File: src/rtl/mdio_pkg.sv
// rtl/mdio_pkg.sv - shared constants, FSM state type and helpers for the MDIO master
//
// Holds the clause-22 frame field constants (ST, OP_WR, OP_RD, TA_WR), the
// per-phase bit counts and the FSM state enum. The helpers give the last bit
// index of each serial phase and the phase that follows it.
package mdio_pkg;

  localparam int PRE_BITS  = 32;
  localparam int CMD_BITS  = 14;
  localparam int TA_BITS   = 2;
  localparam int DATA_BITS = 16;

  localparam logic [1:0] ST    = 2'b01;
  localparam logic [1:0] OP_WR = 2'b01;
  localparam logic [1:0] OP_RD = 2'b10;
  localparam logic [1:0] TA_WR = 2'b10;

  typedef enum logic [2:0] {IDLE, PRE, CMD, TA, DATA, DONE} mdio_state_e;

  function automatic logic [5:0] last_bit(mdio_state_e s);
    case (s)
      PRE:     last_bit = 6'(PRE_BITS - 1);
      CMD:     last_bit = 6'(CMD_BITS - 1);
      TA:      last_bit = 6'(TA_BITS - 1);
      default: last_bit = 6'(DATA_BITS - 1);
    endcase
  endfunction

  function automatic mdio_state_e next_phase(mdio_state_e s);
    case (s)
      PRE:     next_phase = CMD;
      CMD:     next_phase = TA;
      TA:      next_phase = DATA;
      DATA:    next_phase = DONE;
      default: next_phase = IDLE;
    endcase
  endfunction

endpackage

File: src/rtl/mdio_master_if.sv
// rtl/mdio_master_if.sv - request/response bus of the MDIO master
//
// master modport: the requester (drives phy_add, reg_add, wr_data, wren, rden;
//                 sees busy, rd_data, rd_valid)
// slave modport:  the mdio_master block itself
interface mdio_master_if;
  logic [4:0]  phy_add;
  logic [4:0]  reg_add;
  logic [15:0] wr_data;
  logic        wren;
  logic        rden;
  logic        busy;
  logic [15:0] rd_data;
  logic        rd_valid;

  modport master (output phy_add, reg_add, wr_data, wren, rden,
                  input  busy, rd_data, rd_valid);
  modport slave  (input  phy_add, reg_add, wr_data, wren, rden,
                  output busy, rd_data, rd_valid);
endinterface

File: src/rtl/mdc_gen.sv
// rtl/mdc_gen.sv - MDC divider with rise/fall strobes
//
// Ports: clk, rst (sync, active-high), en (divider runs while high, otherwise
// cleared with mdc low), mdc (registered clock to the PHY), rise_stb/fall_stb
// (high for the clk cycle whose closing edge raises/lowers mdc).
module mdc_gen #(
  parameter int CLK_DIV = 10
) (
  input  logic clk,
  input  logic rst,
  input  logic en,
  output logic mdc,
  output logic rise_stb,
  output logic fall_stb
);

  logic [7:0] cnt;
  logic       tick;

  assign tick     = en && (cnt == 8'(CLK_DIV - 1));
  assign rise_stb = tick && !mdc;
  assign fall_stb = tick && mdc;

  always_ff @(posedge clk) begin
    if (rst || !en) begin
      cnt <= '0;
      mdc <= 1'b0;
    end else if (tick) begin
      cnt <= '0;
      mdc <= ~mdc;
    end else begin
      cnt <= cnt + 8'd1;
    end
  end

endmodule

File: src/rtl/mdio_master.sv
// rtl/mdio_master.sv - clause-22 MDIO management master (single read/write frames)
//
// Ports: clk, rst (sync, active-high); req (mdio_master_if.slave: request
// fields/strobes in, busy/rd_data/rd_valid out); mdc; split pad mdio_o,
// mdio_oe, mdio_i. Macro MDIO_PREAMBLE_EN enables the 32-bit preamble;
// without it frames start directly with ST.
module mdio_master
  import mdio_pkg::*;
#(
  parameter int CLK_DIV = 10
) (
  input  logic         clk,
  input  logic         rst,
  mdio_master_if.slave req,
  output logic         mdc,
  output logic         mdio_o,
  output logic         mdio_oe,
  input  logic         mdio_i
);

  mdio_state_e state;
  mdio_state_e nxt;
  logic [5:0]  bit_cnt;
  logic        is_rd;
  logic [31:0] tx_sr;
  logic [15:0] rx_sr;
  logic        busy_q;
  logic        rd_valid_q;
  logic [15:0] rd_data_q;
  logic [31:0] frame;
  logic        accept;
  logic        en;
  logic        rise_stb;
  logic        fall_stb;

  // busy still high in the IDLE cycle after DONE, so that cycle never accepts
  assign accept = (state == IDLE) && !busy_q && (req.wren || req.rden);
  assign en     = (state != IDLE) && (state != DONE);

  assign req.busy     = busy_q;
  assign req.rd_valid = rd_valid_q;
  assign req.rd_data  = rd_data_q;

  // Everything after the preamble; read TA/DATA bits are never driven
  always_comb begin
    frame = '0;
    if (req.wren) frame = {ST, OP_WR, req.phy_add, req.reg_add, TA_WR, req.wr_data};
    else          frame = {ST, OP_RD, req.phy_add, req.reg_add, 18'h3FFFF};
  end

  always_comb begin
    nxt = state;
    if (bit_cnt == last_bit(state)) nxt = next_phase(state);
  end

  mdc_gen #(.CLK_DIV(CLK_DIV)) u_mdc_gen (
    .clk      (clk),
    .rst      (rst),
    .en       (en),
    .mdc      (mdc),
    .rise_stb (rise_stb),
    .fall_stb (fall_stb)
  );

  always_ff @(posedge clk) begin
    if (rst) begin
      state      <= IDLE;
      bit_cnt    <= '0;
      is_rd      <= 1'b0;
      tx_sr      <= '0;
      rx_sr      <= '0;
      busy_q     <= 1'b0;
      rd_valid_q <= 1'b0;
      rd_data_q  <= '0;
      mdio_o     <= 1'b1;
      mdio_oe    <= 1'b0;
    end else begin
      rd_valid_q <= 1'b0;
      case (state)
        IDLE: begin
          busy_q <= accept;
          if (accept) begin
            is_rd   <= !req.wren;
            bit_cnt <= '0;
            mdio_oe <= 1'b1;
`ifdef MDIO_PREAMBLE_EN
            state  <= PRE;
            mdio_o <= 1'b1;
            tx_sr  <= frame;
`else
            // first bit goes out now since mdc is low until the first rise
            state  <= CMD;
            mdio_o <= frame[31];
            tx_sr  <= {frame[30:0], 1'b0};
`endif
          end
        end
        DONE: begin
          if (is_rd) begin
            rd_data_q  <= rx_sr;
            rd_valid_q <= 1'b1;
          end
          mdio_oe <= 1'b0;
          mdio_o  <= 1'b1;
          state   <= IDLE;
        end
        default: begin
          if (rise_stb && state == DATA) rx_sr <= {rx_sr[14:0], mdio_i};
          if (fall_stb) begin
            state   <= nxt;
            bit_cnt <= (nxt != state) ? 6'd0 : bit_cnt + 6'd1;
            case (nxt)
              DONE: begin
                mdio_oe <= 1'b0;
                mdio_o  <= 1'b1;
              end
              PRE: begin
                mdio_oe <= 1'b1;
                mdio_o  <= 1'b1;
              end
              default: begin
                mdio_o  <= tx_sr[31];
                tx_sr   <= {tx_sr[30:0], 1'b0};
                mdio_oe <= !(is_rd && (nxt == TA || nxt == DATA));
              end
            endcase
          end
        end
      endcase
    end
  end

endmodule

File: src/flat_wrapper.sv
// flat-port wrapper written by rule: the top's interface ports become plain ports
module mdio_master_flat import mdio_pkg::*;
#(
  parameter int CLK_DIV = 10
)
  (clk, rst, mdc, mdio_o, mdio_oe, mdio_i, req_phy_add, req_reg_add, req_wr_data, req_wren, req_rden, req_busy, req_rd_data, req_rd_valid);
  mdio_master_if req_i ();
  input  logic clk;
  input  logic rst;
  output logic mdc;
  output logic mdio_o;
  output logic mdio_oe;
  input  logic mdio_i;
  input wire logic [$bits(req_i.phy_add)-1:0] req_phy_add;
  input wire logic [$bits(req_i.reg_add)-1:0] req_reg_add;
  input wire logic [$bits(req_i.wr_data)-1:0] req_wr_data;
  input wire logic [$bits(req_i.wren)-1:0] req_wren;
  input wire logic [$bits(req_i.rden)-1:0] req_rden;
  output wire logic [$bits(req_i.busy)-1:0] req_busy;
  output wire logic [$bits(req_i.rd_data)-1:0] req_rd_data;
  output wire logic [$bits(req_i.rd_valid)-1:0] req_rd_valid;
  assign req_i.phy_add = req_phy_add;
  assign req_i.reg_add = req_reg_add;
  assign req_i.wr_data = req_wr_data;
  assign req_i.wren = req_wren;
  assign req_i.rden = req_rden;
  assign req_busy = req_i.busy;
  assign req_rd_data = req_i.rd_data;
  assign req_rd_valid = req_i.rd_valid;
  mdio_master #(.CLK_DIV(CLK_DIV)) u_core (.clk(clk), .rst(rst), .req(req_i), .mdc(mdc), .mdio_o(mdio_o), .mdio_oe(mdio_oe), .mdio_i(mdio_i));
endmodule
File: config.mk
export PLATFORM = sky130hd
export DESIGN_NAME = mdio_master_flat
export DESIGN_NICKNAME = d
export VERILOG_FILES = /design/src/rtl/mdio_pkg.sv /design/src/rtl/mdio_master_if.sv /design/src/rtl/mdc_gen.sv /design/src/rtl/mdio_master.sv /design/src/flat_wrapper.sv
export SDC_FILE = /design/constraint.sdc
export NUM_CORES = 1
export LEC_CHECK = 0
export BUFFER_PORTS_ARGS = -buffer_cell sky130_fd_sc_hd__buf_2
export CAP_MARGIN = 20
export CORE_MARGIN = 1
export CORE_UTILIZATION = 45
export DETAILED_ROUTE_END_ITERATION = 7
export PLACE_DENSITY = 0.7
export SLEW_MARGIN = 10
export SYNTH_ARGS = -nofsm -noshare
export SYNTH_HDL_FRONTEND = slang
export SYNTH_SLANG_ARGS = --single-unit
File: constraint.sdc
create_clock -name clk -period 2.55 [get_ports clk]
set_input_delay 0.255 -clock clk [delete_from_list [all_inputs] [get_ports clk]]
set_output_delay 0.255 -clock clk [all_outputs]
set_load 0.02 [all_outputs]
==> metrics.md <==
| Metric | Value |
|---|---|
| Util after Layout | `roughly half` |
| Critical-path cell list | `and2b_1 > xor2_1 > a311oi_1 > or3b_2 > buf_12 > mux2_1` |
| Port Buf Inserts | `between 50 and 60` |
| CTS H-tree lvls | `3` |
| # rows | `35` |
| Slew HR | `50.56%` |
| I/O pins | `52` |
| Routed vias | `about 3,600` |
| Synthesized area | `about 4200 µm²` |
| Post-synthesis net count | `about 530` |
| Family with the most delay on the worst path | `simple AND/OR/NAND/NOR gates` |
| Cts repair resizes | `0` |
| Core area | `9196 µm²` |
| RSZ-0062 raised after global routing | `no` |
| Drt pass-1 iters | `5` |
| CP Launch Type | `flop` |
| GR Util met2 | `between 30% and 40%` |
| DP HPWL | `5.887 mm` |
| Layout fillers | `870` |
| Final ANT Viol Nets | `0` |
| GRT Util Overall | `roughly a fifth` |
| Leak | `2.129 nW` |
| EDFF count, synth | `0` |
| WP buf/inv | `1` |
| GR Layer Usage met3 | `around 5.0%` |
| Post-layout power | `around 2.8 mW` |
| Initial antenna violation count | `0` |
| Dominant synthesized flop cell | `dfxtp_1` |
| Final setup TNS | `0 ns` |
| WHS | `between 0.1 and 0.15 ns` |
| Nets | `~570` |
| GPL Wtd Cong | `0.8772` |
| Global route hottest layer | `met2` |
| Max incr delay on CP | `0.52 ns` |
| Die area | `approximately 10000 µm²` |
| Vias per inst | `about 5.5` |
| Endpoints failing setup | `0` |
| Die width | `a little under 100 µm` |
| Initial Utilization | `46.04%` |
| FFs w/ async S/R, synth | `0%` |
| Num CTS Buffers | `9` |
| Area leader, netlist | `dfxtp_1` |
| Post-CTS Setup Inserts | `0` |
| Clk Latency, worst-skew pair | `approximately 0.37 ns` |
| Routed wire length | `a little under 9 mm` |
| Crit path kind | `flop to flop` |
| Commonest cells post-synth | `dfxtp_1, nand2_1, nor2_1` |
| Post-synthesis sequential area ratio | `40.66%` |
| CTS tree | `done` |
| Routed len/inst | `approximately 14 µm` |
| Area fraction of the dominant cell type after synthesis | `about 41%` |
| GR Overflow Total | `0` |
| Met1 Use GR | `23.22%` |
| Max cap viols | `0` |
| Highest achievable clock rate | `between 400 and 500 MHz` |
| Root buf cell | `clkbuf_8` |
| First-pass GRT wire length | `~15 mm` |
| Initial DRC count | `approximately 200` |
| Final hold vios | `0` |
| Most common cell in the synthesized netlist | `dfxtp_1` |
| Hold_buf cts | `0` |
| Cell Pwr Density | `roughly 580 nW/µm²` |
| Skew final | `roughly 0.0074 ns` |
| Worst EP required | `between 2 and 3 ns` |
| Unique masters post-synth | `56` |
| Outcome | `completed` |
| CP max FO | `31` |
| DRC Markers | `0` |
| CP max-delay cell | `dfxtp_1` |
| Yosys reg bits | `86` |
| Worst setup EP type | `flop` |
| Crit path time final | `about 2.4 ns` |
| Deepest clock path buffer count | `2` |
| Hold WC Path Type | `primary input to flop` |
| Worst vdd ir | `between 0.4 and 0.5 mV` |
| Die height | `99 µm` |
| Fin. max-slew vios | `0` |
| Slew @ Worst Pin | `0.7383 ns` |
| Area contributors post-synth | `dfxtp_1, mux2i_1, nand2_1` |
| Syn_area_per_cell | `8.468 µm²` |
| Post-route clock period utilization | `94.75%` |
| Clock Sinks | `86` |
| Antenna Cells | `0` |
| Worst EP arrival | `2.67 ns` |
| Area Growth Syn to Fin | `12.88%` |
| Vias in the first global route | `roughly 3,300` |
| Largest net degree at the start of global routing | `50` |
| Syn Inst Count | `500` |
| Clock-pin slew on the worst setup and hold paths | `0.10 ns` |
| Syn. warnings | `0` |
| Share of cells above drive strength 1 | `19.34%` |
kinds of logic (layout without fill, tap and decap cells):
group                      Yosys count  count (layout)  synth area share, %
AOI/OAI and AO/OA                   92              92                15.46
xor gates and xnor gates            10              10                2.068
adders and majority gates            4               4                1.123
buffers and inverters               63             106                6.353
DFF                                 86              86                40.66
muxes                               47              47                12.56
and+or+nand+nor                    198             198                21.78
where the power goes:
part           internal (mW)  total (mW)  leakage, nW  switching, mW
clock                  0.389       0.959        0.103          0.570
combinational          0.165       0.362         1.33          0.198
sequential              1.41        1.44        0.700         0.0376
total                   1.96        2.77         2.13          0.805
cell usage in the layout, fill, tap and decap left out, types with 4 or more instances in the layout:
cell type	instances
o21ai_0	4
mux2_4	12
mux2i_1	34
a311o_1	16
inv_1	20
xnor2_1	4
a21oi_1	39
clkbuf_8	9
xor2_1	6
buf_4	14
nor2b_1	14
a211oi_1	5
buf_2	51
dfxtp_1	86
nand3_1	13
nor2_1	58
a31oi_1	4
and3_1	4
nand2_1	79
worst reg2reg max path, stage by stage, from the launching register on:
cell	delay (ns)
dfxtp_1	0.52
and2b_1	0.27
xor2_1	0.30
a311oi_1	0.16
or3b_2	0.52
buf_12	0.20
mux2_1	0.35
layer usage:
layer  wire length (µm)  vias to the layer above
li1                   -                     1807
met1               4003                     1648
met2               4229                      120
met3                452                       17
met4                155                        0
met5                  0                        -
stage by stage:
step / setup WS (ns) / instances / instance area (µm²)
floorplan: 0.4371 / 500 / 4234
global placement: 0.2833 / 638 / 4579
detailed placement: 0.1896 / 638 / 4579
CTS: 0.1590 / 654 / 4780
global route: 0.004226 / 654 / 4780
finish: 0.1340 / 654 / 4780
worst paths after layout:
check | end | slack, ns | start | cells past startpoint
setup / recovery | u_core.tx_sr[17]$_SDFFE_PP0P_ | 0.13 | u_core.state[2]$_SDFFE_PP0P_ | 6
hold / removal | u_core.rx_sr[0]$_SDFFE_PP0P_ | 0.13 | mdio_i | 3
setup reg to reg | u_core.tx_sr[17]$_SDFFE_PP0P_ | 0.13 | u_core.state[2]$_SDFFE_PP0P_ | 6
hold reg to reg | u_core.req.rd_data[6]$_SDFFE_PP0P_ | 0.45 | u_core.req.rd_data[6]$_SDFFE_PP0P_ | 2
final cells by class:
cell class	count	area (µm²)	share of cell area, %
inverter	24	90.09	1.885
sequential	86	1722	36.02
timing repair buffer	66	380.4	7.958
clock buffer	9	123.9	2.592
clock inverter	7	76.32	1.597
multi-input combinational	351	2248	47.04
tap	111	138.9	2.906
registers in the layout, indices dropped and copies added, names as in the netlist:
signal / count
u_core.u_mdc_gen.cnt: 8
u_core.req.busy: 1
u_core.tx_sr: 31
u_core.rx_sr: 16
u_core.state: 3
u_core.bit_cnt: 6
u_core.is_rd: 1
u_core.mdio_oe: 1
u_core.mdio_o: 1
u_core.u_mdc_gen.mdc: 1
u_core.req.rd_data: 16
u_core.req.rd_valid: 1
Power figures use the tool's default switching activity.
